<file path="src/rtl/rv_ctrl_pkg.sv">
// Shared definitions for the multi-cycle RV32I-subset control path:
// state encoding, opcodes, ALU operation and operand-mux selects.
package rv_ctrl_pkg;

   typedef enum logic [3:0] {
      FETCH   = 4'd0,
      DECODE  = 4'd1,
      MEMADR  = 4'd2,
      MEMRD   = 4'd3,
      LDWB    = 4'd4,
      MEMWR   = 4'd5,
      EXEC    = 4'd6,
      ALUWB   = 4'd7,
      BRANCH  = 4'd8,
      ILLEGAL = 4'd9
   } state_t;

   localparam logic [6:0] OPC_R   = 7'b0110011;
   localparam logic [6:0] OPC_LW  = 7'b0000011;
   localparam logic [6:0] OPC_SW  = 7'b0100011;
   localparam logic [6:0] OPC_BEQ = 7'b1100011;

   localparam logic [1:0] ALUOP_ADD   = 2'b00;
   localparam logic [1:0] ALUOP_SUB   = 2'b01;
   localparam logic [1:0] ALUOP_RTYPE = 2'b10;

   localparam logic [1:0] SRCB_REG  = 2'b00;
   localparam logic [1:0] SRCB_FOUR = 2'b01;
   localparam logic [1:0] SRCB_IMM  = 2'b10;

   // States that hold a memory request open until mem_ready.
   function automatic logic is_mem_state(input state_t s);
      logic r;
      case (s)
         FETCH, MEMRD, MEMWR: r = 1'b1;
         default:             r = 1'b0;
      endcase
      return r;
   endfunction

endpackage

</file>
<file path="src/rtl/multicycle_control.sv">
// Main control FSM of the multi-cycle RV32I-subset datapath (add/sub/and/or/lw/sw/beq),
// with a memory-ready handshake and a wrapping retired-instruction counter.
module multicycle_control
   import rv_ctrl_pkg::*;
#(
   parameter int RETIRE_W = 32
) (
   input  logic                clk,
   input  logic                rst_n,
   input  logic [6:0]          opcode,
   input  logic                zero,
   input  logic                mem_ready,
   output logic                mem_req,
   output logic                mem_we,
   output logic                iord,
   output logic                ir_write,
   output logic                pc_write,
   output logic                pc_write_cond,
   output logic                pc_src,
   output logic                reg_write,
   output logic                mem_to_reg,
   output logic                alu_src_a,
   output logic [1:0]          alu_src_b,
   output logic [1:0]          alu_op,
   output logic                illegal_instr,
   output logic [3:0]          state_dbg,
   output logic [RETIRE_W-1:0] retired
);

   state_t                state_r;
   state_t                next_state_s;
   logic                  retire_s;
   logic                  is_store_r;
   logic                  mem_req_r;
   logic [RETIRE_W-1:0]   retired_r;

   // The branch decision is taken in the datapath via pc_write_cond; zero is not needed here.
   logic                  zero_unused_s;
   assign zero_unused_s = zero;

   // State register, lw/sw selector latched in DECODE, request flag and retire counter.
   always_ff @(posedge clk) begin
      if (!rst_n) begin
         state_r    <= FETCH;
         is_store_r <= 1'b0;
         mem_req_r  <= 1'b1;
         retired_r  <= {RETIRE_W{1'b0}};
      end else begin
         state_r   <= next_state_s;
         mem_req_r <= is_mem_state(next_state_s);
         if (state_r == DECODE) begin
            is_store_r <= opcode[5];
         end else begin
            is_store_r <= is_store_r;
         end
         if (retire_s) begin
            retired_r <= retired_r + RETIRE_W'(1);
         end else begin
            retired_r <= retired_r;
         end
      end
   end

   // Next-state selection and retire strobe.
   always_comb begin
      next_state_s = state_r;
      retire_s     = 1'b0;
      case (state_r)
         FETCH: begin
            if (mem_ready) begin
               next_state_s = DECODE;
            end else begin
               next_state_s = FETCH;
            end
         end
         DECODE: begin
            case (opcode)
               OPC_R:          next_state_s = EXEC;
               OPC_LW, OPC_SW: next_state_s = MEMADR;
               OPC_BEQ:        next_state_s = BRANCH;
               default:        next_state_s = ILLEGAL;
            endcase
         end
         MEMADR: begin
            if (is_store_r) begin
               next_state_s = MEMWR;
            end else begin
               next_state_s = MEMRD;
            end
         end
         MEMRD: begin
            if (mem_ready) begin
               next_state_s = LDWB;
            end else begin
               next_state_s = MEMRD;
            end
         end
         LDWB: begin
            next_state_s = FETCH;
            retire_s     = 1'b1;
         end
         MEMWR: begin
            if (mem_ready) begin
               next_state_s = FETCH;
               retire_s     = 1'b1;
            end else begin
               next_state_s = MEMWR;
            end
         end
         EXEC:    next_state_s = ALUWB;
         ALUWB: begin
            next_state_s = FETCH;
            retire_s     = 1'b1;
         end
         BRANCH: begin
            next_state_s = FETCH;
            retire_s     = 1'b1;
         end
         ILLEGAL: next_state_s = FETCH;
         default: next_state_s = FETCH;
      endcase
   end

   // Moore output decode; FETCH also strobes IR/PC loads on the completing cycle.
   always_comb begin
      mem_we        = 1'b0;
      iord          = 1'b0;
      ir_write      = 1'b0;
      pc_write      = 1'b0;
      pc_write_cond = 1'b0;
      pc_src        = 1'b0;
      reg_write     = 1'b0;
      mem_to_reg    = 1'b0;
      alu_src_a     = 1'b0;
      alu_src_b     = SRCB_REG;
      alu_op        = ALUOP_ADD;
      illegal_instr = 1'b0;
      case (state_r)
         FETCH: begin
            alu_src_b = SRCB_FOUR;
            ir_write  = mem_ready;
            pc_write  = mem_ready;
         end
         DECODE: begin
            alu_src_b = SRCB_IMM;
         end
         MEMADR: begin
            alu_src_a = 1'b1;
            alu_src_b = SRCB_IMM;
         end
         MEMRD: begin
            iord = 1'b1;
         end
         LDWB: begin
            reg_write  = 1'b1;
            mem_to_reg = 1'b1;
         end
         MEMWR: begin
            iord   = 1'b1;
            mem_we = 1'b1;
         end
         EXEC: begin
            alu_src_a = 1'b1;
            alu_op    = ALUOP_RTYPE;
         end
         ALUWB: begin
            reg_write = 1'b1;
         end
         BRANCH: begin
            alu_src_a     = 1'b1;
            alu_op        = ALUOP_SUB;
            pc_write_cond = 1'b1;
            pc_src        = 1'b1;
         end
         ILLEGAL: begin
            illegal_instr = 1'b1;
         end
         default: begin
            illegal_instr = 1'b0;
         end
      endcase
   end

   assign mem_req   = mem_req_r;
   assign state_dbg = state_r;
   assign retired   = retired_r;

endmodule

</file>
<file path="config.mk">
export PLATFORM = sky130hd
export DESIGN_NAME = multicycle_control
export DESIGN_NICKNAME = d
export VERILOG_FILES = /design/src/rtl/rv_ctrl_pkg.sv /design/src/rtl/multicycle_control.sv
export SDC_FILE = /design/constraint.sdc
export NUM_CORES = 1
export LEC_CHECK = 0
export ABC_CLOCK_PERIOD_IN_PS = 3500
export BUFFER_PORTS_ARGS = -buffer_cell sky130_fd_sc_hd__buf_2
export CORE_ASPECT_RATIO = 0.9
export CORE_UTILIZATION = 56
export DETAILED_ROUTE_END_ITERATION = 10
export PLACE_DENSITY = 0.95
export SLEW_MARGIN = 25
export SYNTH_ARGS = -nofsm -noshare
export SYNTH_HDL_FRONTEND = slang
export SYNTH_SLANG_ARGS = --single-unit
</file>
<file path="constraint.sdc">
create_clock -name clk -period 3.5 [get_ports clk]
set_input_delay 0.7 -clock clk [delete_from_list [all_inputs] [get_ports clk]]
set_output_delay 0.7 -clock clk [all_outputs]
set_load 0.02 [all_outputs]
</file>
==> metrics.yaml, run 1 <==
cts_tree: "yes"
grt_overflow_total: 0
die_h_um: 60.49
hold_buffers: 0
clock.fmax_mhz: 395.7
worstPathArrival_ns: 1.83
dr.pass1.iters: 4
min_period_over_period_pct: 72.21
fp.dieW_um: 66.99
htreeDepth: 2
place_hpwl_um: 3305
met1_length_um: 2183
worst_pin_slew_ns: 0.7505
dieArea_um2: 4052
finalInstanceArea_um2: 2517
first_iter_violations: 105
leakagePower_nw: 1.149
ys_ff_latch: 38
synth-edff-count: 0
grt_max_degree: 30
critPathMaxFanout: 16
startpoint_type: "flop"
drt-total-wl_um: 4799
hold_viol: 0
synth_fp_nets: 263
ant_nets: 0
grt_pass1_vias: 1762
cts-resized-gates: 0
yosysSeqAreaShare_pct: 35.74
dp_cells: 340
drive_gt1_share_pct: 26.64
yosys_warnings: 0
rows: 20
synth_ff_type: "dfxtp_1"
drc: 0
holdWs_ns: 0.4956
detail_route.wl_per_cell_um: 13.79
fin_util_pct: 71.86
post_dp_cell_area_um2: 2409
cts.clk_slew.worst_paths_ns: 0.07
final_cells: 348
ir_drop_v: 0.0003428
status: "complete, no violations"
power.density_nw_per_um2: 359.4
antenna_cells: 0
io_buffers: 60
wl_met2_um: 2228
critical_path_class: "flop to primary output"
cap_viol_max_count: 0
drv_slew: 0
vias_per_cell: 5.816
post-place-ws_ns: 1.203
ys_async_sr_fraction_pct: 0
nets: 315
start_util_pct: 60.75
worstSkewPairLatency_ns: 0.30
syn_area_per_cell_um2: 8.479
area_growth_pct: 18.28
fin_ws_ns: 0.9726
numCtsBuffers: 5
grt_pass1_wl_um: 7845
slew_headroom_pct: 49.91
grt_use_total_pct: 25.84
rsz0062_at_grt: "false"
setup_violations: 0
cts_sinks: 38
synth_top_cell_area_share_pct: 35.74
cts_buffer_depth: 2
finClkSkew_ns: 0.008961
synth.distinct_cells: 54
cts_root_buf: "clkbuf_8"
critPathCaptureType: "primary output"
yosys.area.top_type: "dfxtp_1"
worstPathRequired_ns: 2.80
antenna_found_initial: 0
total_power_mw: 0.9048
via_count: 2024
synth.top_cells.by_area: "dfxtp_1 36%, xor2_1 5.3%, nor2_1 5.3%"
io_pins: 62
core_area_um2: 3503
min_period_ns: 2.527
wl_met3_um: 304
syn_inst: 251
fin_tns_setup_ns: 0
fillerInstances: 287
post-cts-setup-buffers: 0
syn_area_um2: 2128
place_congestion: 0.7875
highest_layer: "met4"
min_path_type: "flop to flop"
## logic make-up (layout without fill, tap and decap cells)
kind of cell    after synthesis  count (layout)  share of synthesized area, %
simple gates                116             116                         29.75
xor+xnor                     16              16                         6.585
buf+inv                      22              75                         4.762
compound gates               50              50                         18.81
fa+ha+maj                     1               1                        0.5878
flops                        38              38                         35.74
mux                           8               8                         3.763
## cells in the final DEF (no fill, tap or decap), types with 2 or more instances in the layout
master / n
nor3_1: 5
o21bai_1: 4
and4_1: 3
clkinv_2: 2
xnor2_1: 3
o2111ai_1: 6
or3_1: 2
nand2b_1: 17
and3_1: 6
nor4_1: 3
xor2_1: 13
inv_1: 6
nor2b_1: 3
mux2i_1: 8
o211a_1: 2
nand2_1: 22
and2_1: 3
a21oi_1: 5
o311ai_0: 4
buf_2: 60
nor2_1: 30
clkbuf_8: 5
o21ai_0: 8
dfxtp_1: 38
nand3_1: 8
a211oi_1: 2
o21a_1: 3
nand4_1: 3
o41ai_1: 5
## critical path, stage by stage (launching register included)
cell      delay (ns)
dfxtp_1         0.43
nand2b_1        0.24
or3_4           0.40
inv_2           0.24
buf_2           0.22
## synth_stat cells, types with 6 or more instances
| library cell | count |
|---|---|
| nand2_1 | 22 |
| clkbuf_1 | 10 |
| o2111ai_1 | 6 |
| nor2_1 | 30 |
| mux2i_1 | 8 |
| dfxtp_1 | 38 |
| o21ai_0 | 8 |
| inv_1 | 6 |
| nand3_1 | 8 |
| xor2_1 | 13 |
| and3_1 | 6 |
| nand2b_1 | 17 |
## final timing paths
path	cells after the start	slack, ns	start	endpoint
max	4	0.97	state_dbg[2]$_SDFF_PN0_	pc_src
min	2	0.50	retired[12]$_SDFFE_PN0P_	retired[12]$_SDFFE_PN0P_
max reg2reg	5	1.01	state_dbg[2]$_SDFF_PN0_	retired[24]$_SDFFE_PN0P_
min reg2reg	2	0.50	retired[12]$_SDFFE_PN0P_	retired[12]$_SDFFE_PN0P_
## sequential cells by signal, indices dropped and copies added, names as in the netlist
| signal | cells |
|---|---|
| state_dbg | 4 |
| mem_req | 1 |
| retired | 32 |
| is_store_r | 1 |
## cell type report
class	count	area [um2]	area share, %
timing repair buffer	60	300.3	11.93
multi-input combinational	191	1266	50.30
inverter	7	26.28	1.044
clock buffer	5	68.82	2.734
tap	44	55.05	2.187
sequential	38	760.7	30.22
clock inverter	3	40.04	1.590
## routing by layer
metal  GRT usage, %  up-vias
met5              0        -
met4          11.25        0
met3          7.895        9
met1          31.79      949
met2          42.14       63
li1               -     1003
## power by group
group,internal [mW],switching (mW)
Sequential,0.437,0.00918
Clock,0.210,0.159
Combinational,0.0320,0.0572
Note: power is estimated with default switching activity, not from simulation.
==> inputs of run 2 (changes only) <==
ABC_CLOCK_PERIOD_IN_PS = 2400   (was 3500)
CORE_UTILIZATION = 52   (was 56)
PLACE_DENSITY = 0.91   (was 0.95)
clock period = 2.4 ns   (was 3.5 ns; I/O delays follow)
==> metrics.yaml, run 2 (synthesized netlist as in run 1, its figures left out) <==
core_area_um2: 3810  # was 3503 um2
hold_viol: 0  # unchanged
cts_sinks: 38  # unchanged
via_count: 1966  # was 2024
dr.pass1.iters: 4  # unchanged
drv_slew: 0  # unchanged
grt_max_degree: 29  # was 30
rsz0062_at_grt: "false"  # unchanged
slew_headroom_pct: 57.85  # was 49.91%
drt-total-wl_um: 4577  # was 4799 um
detail_route.wl_per_cell_um: 12.86  # was 13.79 um
worst_pin_slew_ns: 0.6304  # was 0.7505 ns
min_period_over_period_pct: 95.40
finalInstanceArea_um2: 2572  # was 2517 um2
rows: 21  # was 20
cts_tree: "yes"  # unchanged
worstPathRequired_ns: 1.92  # was 2.80 ns
vias_per_cell: 5.522  # was 5.816
io_pins: 62  # unchanged
cts.clk_slew.worst_paths_ns: 0.07  # about the same
min_from: "opcode[5]"  # was retired[12]$_SDFFE_PN0P_
status: "complete, no violations"  # unchanged
cts_buffer_depth: 2  # unchanged
post-cts-setup-buffers: 0  # unchanged
drc: 0  # unchanged
ant_nets: 0  # unchanged
dieArea_um2: 4353  # was 4052 um2
place_congestion: 0.7565  # was 0.7875
reg2reg_slack_ns: 0.23  # was 1.01 ns
antenna_found_initial: 0  # unchanged
leakagePower_nw: 1.180  # was 1.149 nW
grt_pass1_vias: 1801  # was 1762
nets: 321  # was 315
holdPathStages: 3  # was 2
startpoint_type: "flop"  # unchanged
grt_overflow_total: 0  # unchanged
clock.fmax_mhz: 436.7
min_path_type: "input pin to flop"  # was flop to flop
io_buffers: 60  # unchanged
min_to: "is_store_r$_SDFFE_PN0N_"  # was retired[12]$_SDFFE_PN0P_
fin_tns_setup_ns: 0  # unchanged
die_h_um: 62.69  # was 60.49 um
htreeDepth: 2  # unchanged
min_period_ns: 2.290
final_cells: 356  # was 348
final_common_cell: "buf_2"  # unchanged
cap_viol_max_count: 0  # unchanged
critPathCaptureType: "primary output"  # unchanged
ir_drop_v: 0.0003222  # was 0.0003428 V
grt_pass1_wl_um: 7886  # was 7845 um
worstSkewPairLatency_ns: 0.29  # was 0.30 ns
antenna_cells: 0  # unchanged
total_power_mw: 1.297  # was 0.9048 mW
dp_cells: 348  # was 340
setup_violations: 0  # unchanged
numCtsBuffers: 5  # unchanged
critical_path_class: "flop to primary output"  # unchanged
start_util_pct: 55.86  # was 60.75%
place_hpwl_um: 3209  # was 3305 um
cts-resized-gates: 0  # unchanged
fp.dieW_um: 69.44  # was 66.99 um
drive_gt1_share_pct: 28.39  # was 26.64%
hold_buffers: 0  # unchanged
worstPathArrival_ns: 1.81  # was 1.83 ns
largest_reg_flops: 32  # unchanged
cts_root_buf: "clkbuf_8"  # unchanged
mostFrequentLayoutCells: "60 x buf_2, 38 x dfxtp_1, 30 x nor2_1, 22 x nand2_1, 17 x nand2b_1"  # unchanged
worstReg2RegStart: "state_dbg[2]$_SDFF_PN0_"  # unchanged
grt_use_total_pct: 22.29  # was 25.84%
worst_r2r_endpoint: "retired[30]$_SDFFE_PN0P_"  # was retired[24]$_SDFFE_PN0P_
power.density_nw_per_um2: 504.3  # was 359.4 nW/um2
post_dp_cell_area_um2: 2462  # was 2409 um2
area_growth_pct: 20.87  # was 18.28%
critPathMaxFanout: 15  # was 16
finClkSkew_ns: 0.004875  # was 0.008961 ns
reg2regPathDepth: 5  # unchanged
first_iter_violations: 142  # was 105
## run 2: cell count changes in the layout (fill, tap and decap cells not counted), sizes merged
cell,before,now
buf,60,66
bufinv,1,0
clkbuf,5,8
clkinv,2,0
## run 2: worst max path at each step
stage                     cells after the start  slack (ns)               startpoint                       end
final                                         5        0.11  state_dbg[2]$_SDFF_PN0_                    pc_src
after CTS                                     5        0.09  state_dbg[2]$_SDFF_PN0_                    pc_src
after detailed placement                      5        0.24  state_dbg[2]$_SDFF_PN0_  retired[30]$_SDFFE_PN0P_
after global placement                        5        0.34  state_dbg[2]$_SDFF_PN0_  retired[30]$_SDFFE_PN0P_
after floorplan                               4        0.20  state_dbg[1]$_SDFF_PN0_                  pc_write
after global routing                          5        0.02  state_dbg[2]$_SDFF_PN0_                    pc_src
## run 2: area by class of cell
| cell class | instances | area [um2] |
|---|---|---|
| Fill cell | 317 | 1237 |
| Inverter | 7 | 26.28 |
| Tap cell | 46 | 57.56 |
| Clock buffer | 8 | 110.1 |
| Sequential cell | 38 | 760.7 |
| Timing Repair Buffer | 66 | 345.3 |
| Multi-Input combinational cell | 191 | 1272 |
## run 2: per-layer routing
| metal | share of wire (%) | global-route usage, % | routed length (um) |
|---|---|---|---|
| met1 | 47 | 27.04 | 2154 |
| met2 | 47 | 37.14 | 2136 |
| met3 | 5.1 | 6.129 | 232 |
| met4 | 1.2 | 9.184 | 54 |
| met5 | 0 | 0 | 0 |
## run 2: power breakdown
group	switching [mW]	internal (mW)	leakage, nW	total, mW
sequential	0.0135	0.638	0.307	0.652
combinational	0.0819	0.0534	0.816	0.135
clock	0.220	0.290	0.0575	0.510
## run 2: through the flow
step,hold WS [ns],setup slack [ns],util (%)
after floorplan,0.4696,0.1966,-
after global placement,0.4558,0.3436,64.63
after detailed placement,0.4658,0.2358,64.63
after CTS,0.4712,0.09196,67.52
after global routing,0.4758,0.02474,67.52
final,0.4734,0.1103,67.52
## run 2: critical path, stage by stage (launching register included)
cell      delay (ns)
dfxtp_1         0.43
nand2b_1        0.24
or3_4           0.40
inv_2           0.08
buf_4           0.18
buf_2           0.19
